### src/rtl/core_pkg.sv
// Shared constants for the attention-core instruction word and the sequencer state type.
package core_pkg;

    localparam int INST_W    = 20;
    localparam int PR        = 8;

    localparam int SFP_PMEM_WR = 19;
    localparam int ACC         = 18;
    localparam int DIV         = 17;
    localparam int OFIFO_RD    = 16;
    localparam int QKADD_LSB   = 12;
    localparam int PADD_LSB    = 8;
    localparam int MAC_EXE     = 7;
    localparam int MAC_LOAD    = 6;
    localparam int QMEM_RD     = 5;
    localparam int QMEM_WR     = 4;
    localparam int KMEM_RD     = 3;
    localparam int KMEM_WR     = 2;
    localparam int PMEM_RD     = 1;
    localparam int PMEM_WR     = 0;

    typedef enum logic [3:0] {
        S_IDLE = 4'd0,
        S_QWR  = 4'd1,
        S_KWR  = 4'd2,
        S_KLD  = 4'd3,
        S_KPAD = 4'd4,
        S_EXE  = 4'd5,
        S_DRN  = 4'd6,
        S_ACC  = 4'd7,
        S_DIV  = 4'd8,
        S_FIN  = 4'd9
    } ctrl_state_t;

    // Successor of every phase that simply runs for one row count.
    function automatic ctrl_state_t next_phase(input ctrl_state_t s);
        case (s)
            S_QWR:   return S_KWR;
            S_KWR:   return S_KLD;
            S_KLD:   return S_KPAD;
            S_EXE:   return S_DRN;
            S_ACC:   return S_DIV;
            S_DIV:   return S_FIN;
            default: return S_IDLE;
        endcase
    endfunction

endpackage

### src/rtl/rd_delay_stage.sv
// One-cycle register aligning a MAC load/execute strobe with the SRAM read data it consumes.
module rd_delay_stage (
    input  logic clk,
    input  logic reset,
    input  logic rd_en_i,
    output logic mac_en_o
);

    logic mac_en_q;

    always_ff @(posedge clk) begin
        if (reset) begin
            mac_en_q <= 1'b0;
        end else begin
            mac_en_q <= rd_en_i;
        end
    end

    assign mac_en_o = mac_en_q;

endmodule

### src/rtl/core_inst_ctrl.sv
// Sequencer that walks the attention core through one full Q/K load, MAC and SFP pass per start pulse.
module core_inst_ctrl
    import core_pkg::*;
#(
    parameter int len = 8,
    parameter int col = 8
) (
    input  logic              clk,
    input  logic              reset,
    input  logic              start,
    input  logic              fifo_valid,
    output logic [INST_W-1:0] inst,
    output logic              data_req,
    output logic [3:0]        data_idx,
    output logic              busy,
    output logic              done
);

    localparam int         PAD_W    = $clog2(col + 1);
    localparam logic [3:0] LAST_ROW = 4'(len - 1);
    localparam logic [PAD_W-1:0] PAD_LAST = PAD_W'(col);

    ctrl_state_t       state_q, state_d;
    logic [3:0]        row_q, row_d;
    logic [PAD_W-1:0]  pad_q, pad_d;
    logic [INST_W-1:0] inst_q, inst_d;
    logic              data_req_q, data_req_d;
    logic [3:0]        data_idx_q, data_idx_d;
    logic              busy_q, busy_d;
    logic              done_q, done_d;
    logic              rd_issue;
    logic              mac_load;
    logic              mac_exe;

    always_comb begin
        state_d  = state_q;
        row_d    = row_q;
        pad_d    = pad_q;
        rd_issue = 1'b0;
        unique case (state_q)
            S_IDLE: begin
                if (start) state_d = S_QWR;
            end
            S_QWR, S_KWR, S_KLD, S_EXE, S_ACC, S_DIV: begin
                if (row_q == LAST_ROW) begin
                    row_d   = '0;
                    state_d = next_phase(state_q);
                end else begin
                    row_d = row_q + 4'd1;
                end
            end
            // The first pad cycle carries the trailing kernel-load strobe.
            S_KPAD: begin
                if (pad_q == PAD_LAST) begin
                    pad_d   = '0;
                    state_d = S_EXE;
                end else begin
                    pad_d = pad_q + PAD_W'(1);
                end
            end
            // row_q counts reads already presented; fifo_valid seen now yields a read next cycle.
            S_DRN: begin
                if (inst_q[OFIFO_RD] && row_q == LAST_ROW) begin
                    row_d   = '0;
                    state_d = S_ACC;
                end else begin
                    if (inst_q[OFIFO_RD]) row_d = row_q + 4'd1;
                    rd_issue = fifo_valid;
                end
            end
            S_FIN:   state_d = S_IDLE;
            default: state_d = S_IDLE;
        endcase
    end

    always_comb begin
        inst_d = '0;
        case (state_d)
            S_QWR: begin
                inst_d[QMEM_WR]            = 1'b1;
                inst_d[QKADD_LSB +: 4]     = row_d;
            end
            S_KWR: begin
                inst_d[KMEM_WR]            = 1'b1;
                inst_d[QKADD_LSB +: 4]     = row_d;
            end
            S_KLD: begin
                inst_d[KMEM_RD]            = 1'b1;
                inst_d[QKADD_LSB +: 4]     = row_d;
            end
            S_EXE: begin
                inst_d[QMEM_RD]            = 1'b1;
                inst_d[QKADD_LSB +: 4]     = row_d;
            end
            S_DRN: inst_d[OFIFO_RD] = rd_issue;
            S_ACC: inst_d[ACC]      = 1'b1;
            S_DIV: begin
                inst_d[DIV]                = 1'b1;
                inst_d[SFP_PMEM_WR]        = 1'b1;
                inst_d[PMEM_WR]            = 1'b1;
                inst_d[PADD_LSB +: 4]      = row_d;
            end
            default: ;
        endcase
    end

    assign data_req_d = (state_d == S_QWR) || (state_d == S_KWR);
    assign data_idx_d = data_req_d ? row_d : 4'd0;
    assign busy_d     = (state_d != S_IDLE) && (state_d != S_FIN);
    assign done_d     = (state_d == S_FIN);

    always_ff @(posedge clk) begin
        if (reset) begin
            state_q    <= S_IDLE;
            row_q      <= '0;
            pad_q      <= '0;
            inst_q     <= '0;
            data_req_q <= 1'b0;
            data_idx_q <= '0;
            busy_q     <= 1'b0;
            done_q     <= 1'b0;
        end else begin
            state_q    <= state_d;
            row_q      <= row_d;
            pad_q      <= pad_d;
            inst_q     <= inst_d;
            data_req_q <= data_req_d;
            data_idx_q <= data_idx_d;
            busy_q     <= busy_d;
            done_q     <= done_d;
        end
    end

    rd_delay_stage u_kld_dly (
        .clk      (clk),
        .reset    (reset),
        .rd_en_i  (inst_q[KMEM_RD]),
        .mac_en_o (mac_load)
    );

    rd_delay_stage u_exe_dly (
        .clk      (clk),
        .reset    (reset),
        .rd_en_i  (inst_q[QMEM_RD]),
        .mac_en_o (mac_exe)
    );

    always_comb begin
        inst           = inst_q;
        inst[MAC_LOAD] = mac_load;
        inst[MAC_EXE]  = mac_exe;
    end

    assign data_req = data_req_q;
    assign data_idx = data_idx_q;
    assign busy     = busy_q;
    assign done     = done_q;

endmodule

### config.mk
export PLATFORM = sky130hd
export DESIGN_NAME = core_inst_ctrl
export DESIGN_NICKNAME = d
export VERILOG_FILES = /design/src/rtl/core_pkg.sv /design/src/rtl/rd_delay_stage.sv /design/src/rtl/core_inst_ctrl.sv
export SDC_FILE = /design/constraint.sdc
export NUM_CORES = 1
export LEC_CHECK = 0
export CAP_MARGIN = 40
export CORE_MARGIN = 2
export CORE_UTILIZATION = 42
export CTS_BUF_LIST = sky130_fd_sc_hd__clkbuf_2
export CTS_CLUSTER_DIAMETER = 100
export DETAILED_ROUTE_END_ITERATION = 12
export PLACE_DENSITY = 0.75
export RECOVER_POWER = 100
export SYNTH_ARGS = -nofsm -noshare
export SYNTH_HDL_FRONTEND = slang
export SYNTH_HIERARCHICAL = 1
export SYNTH_SLANG_ARGS = --single-unit
### constraint.sdc
create_clock -name clk -period 5.89 [get_ports clk]
set_clock_uncertainty 0.05 [all_clocks]
set_input_delay 0.589 -clock clk [delete_from_list [all_inputs] [get_ports clk]]
set_output_delay 0.589 -clock clk [all_outputs]
set_load 0.01 [all_outputs]
==> impl_metrics.ini <==
[sta]
period_share_pct = 45.3
worst_pin_slew_ns = 0.832
fin_crit_ns = 2.67
hold_violations = 0
slew_viol_final = 0
finalSetupViolations = 0
rsz0062_at_grt = false
max_freq_mhz = 375
hold_ws_ns = 0.402
setup_tns_ns = 0
relSlewSlack_pct = 44.4

[synthesis]
ys_types = 43
synth_top_area_share_pct = 49.7
syn_nets = 164
netlist_instances = 157
synth_area_mm2 = 0.00145
yosysWarnings = 6
synth_ff_type = dfxtp_1
synthArstFlopShare_pct = 0
syn_area_per_cell_um2 = 9.23
synth_top_area_cell = dfxtp_1
synthTopCellsByArea = dfxtp_1, nor2_1, a21oi_1
synth-edff-count = 0
synthMostInstantiatedCell = dfxtp_1
yosys-top-cells-count = dfxtp_1, nor2_1, a21oi_1, nand2_1, nor3_1
synth_seq_cells = 36
synth-seq-area-share_pct = 49.7

[worst_setup_path]
worstPathArrival_ns = 2.85
cp_max_fo = 14
critPathCaptureType = register
path_class = register to register
critPathRequiredTime_ns = 6.07
crit_path_start_kind = register

[final_layout]
multiInputGateArea_um2 = 621
diodes = 0
drive_above_1_share_pct = 7.22
nNetsFinal = 186
seq_area_um2 = 721
fillers = 317
syn_to_final_growth_pct = 20.9

[clock_tree]
cts_htree_levels = 2
cts_tree = done
post_cts_resized = 0
clock_latency_ns = 0.39
cts_root_buffer = clkbuf_2
cts-hold-fix-buffers = 0
cts_made_buffers = 5
cts.sinks = 36
clk_pin_slew_ns = 0.19
cts_setup_buffers = 0
cts_max_path_buffers = 2

[route]
ant_nets = 0
drc = 0
wire_per_inst_um = 11.9
wl_mm = 2.69
via_per_inst = 4.92
via_count = 1112
first_iter_violations = 46
drt_first_pass_iters = 4

[job]
drv_cap = 0

[global_routing]
grt_max_degree = 22
grt_overflow = 0
grt_pass1_wl_mm = 4.41
antenna_found_initial = 0
first_global_vias = 998
grtUsageTotal_pct = 14.5

[floorplan]
fp.dieW_um = 62.7
rows = 21
core_area_mm2 = 0.00334
io_pins = 31
initial_utilization_pct = 43.4
die_h_um = 62.7
die_area_mm2 = 0.00394

[power]
max-vdd-ir-drop_uv = 81.6
power_leakage_nw = 0.733
power_density_mw_per_mm2 = 225

[place]
globalplace.congestion = 0.867
port_buffers = 29
dp_hpwl_mm = 1.97

[run_status]
outcome = finished, final reports clean

[hold_path]
hp-class = register to register
## cell usage in the layout (no fill, tap or decap), drive strengths merged, types with 2 or more instances in the layout
cell type / synthesis / final
nor2: 21 / 21
nand2: 12 / 12
dfxtp: 36 / 36
ha: 3 / 3
nor4b: 3 / 3
clkdlybuf4s50: 0 / 2
o31ai: 3 / 3
dlygate4sd3: 0 / 27
nor3: 10 / 10
and3b: 2 / 2
nand3b: 2 / 2
or2: 2 / 2
clkinv: 0 / 3
clkbuf: 5 / 5
or3: 2 / 2
a21oi: 12 / 12
inv: 5 / 5
nor2b: 6 / 6
xnor2: 2 / 2
a211oi: 2 / 2
## logic make-up after synthesis
| logic type | synth area share, % |
|---|---|
| flops | 49.7 |
| xor+xnor | 1.73 |
| fa+ha+maj | 2.59 |
| mux | 0.691 |
| simple gates | 25.6 |
| buf+inv | 7.00 |
| compound gates | 12.3 |
| other cells | 0.259 |
## layer usage
| metal | part of all wire, % | GRT usage [%] |
|---|---|---|
| met1 | 45 | 15.4 |
| met2 | 47 | 24.5 |
| met3 | 5.3 | 4.86 |
| met4 | 2.4 | 9.44 |
| met5 | 0 | 0 |
## report_power, final
part | leakage (nW) | internal, mW | switching, mW | total [mW]
clock | 0.0327 | 0.0287 | 0.0841 | 0.113
combinational | 0.409 | 0.0112 | 0.0177 | 0.0289
sequential | 0.292 | 0.249 | 0.00323 | 0.252
## worst paths after layout
check,to,depth (start not counted),from,slack [ns]
min,inst_q[16],1,inst_q[16],0.40
min reg2reg,inst_q[16],1,inst_q[16],0.40
max reg2reg,inst_q[5],5,state_q[1],3.22
max,inst_q[5],5,state_q[1],3.22
## critical path: stages (launching register included)
cell and delay, ns:
dfxtp_1 0.50, nor4b_1 0.78, a22oi_1 0.27, o31ai_1 0.22
nor2_1 0.22, a2111oi_0 0.46
## state kept, by name, indices dropped and copies added (netlist names)
| register | count |
|---|---|
| data_idx | 4 |
| data_req | 1 |
| done | 1 |
| u_kld_dly/mac_en_o | 1 |
| busy | 1 |
| pad_q | 4 |
| state_q | 4 |
| row_q | 4 |
| inst_q | 15 |
| u_exe_dly/mac_en_o | 1 |
## area by class of cell
type	instances	share of cell area, %
clock buffers	5	1.43
clock inverters	3	1.07
inverters	5	1.07
multi-input cells	102	35.4
flip-flops and latches	36	41.1
well taps	46	3.29
repair buffers	29	16.6
## through the flow
| stage | setup WS (ns) | utilization [%] | instances | instance area (um2) | power (mW) |
|---|---|---|---|---|---|
| 6_report | 3.22 | 52.5 | 226 | 1750 | 0.393 |
| 5_1_grt | 3.00 | 52.5 | 226 | 1750 | 0.412 |
| 4_1_cts | 3.53 | 52.7 | 226 | 1760 | 0.400 |
| 3_5_place_dp | 3.10 | 51.4 | 218 | 1710 | 0.287 |
| 3_3_place_gp | 3.14 | 51.4 | 218 | 1710 | 0.287 |
| 2_1_floorplan | 3.80 | - | 157 | 1450 | 0.275 |
Power figures use the tool's default switching activity.
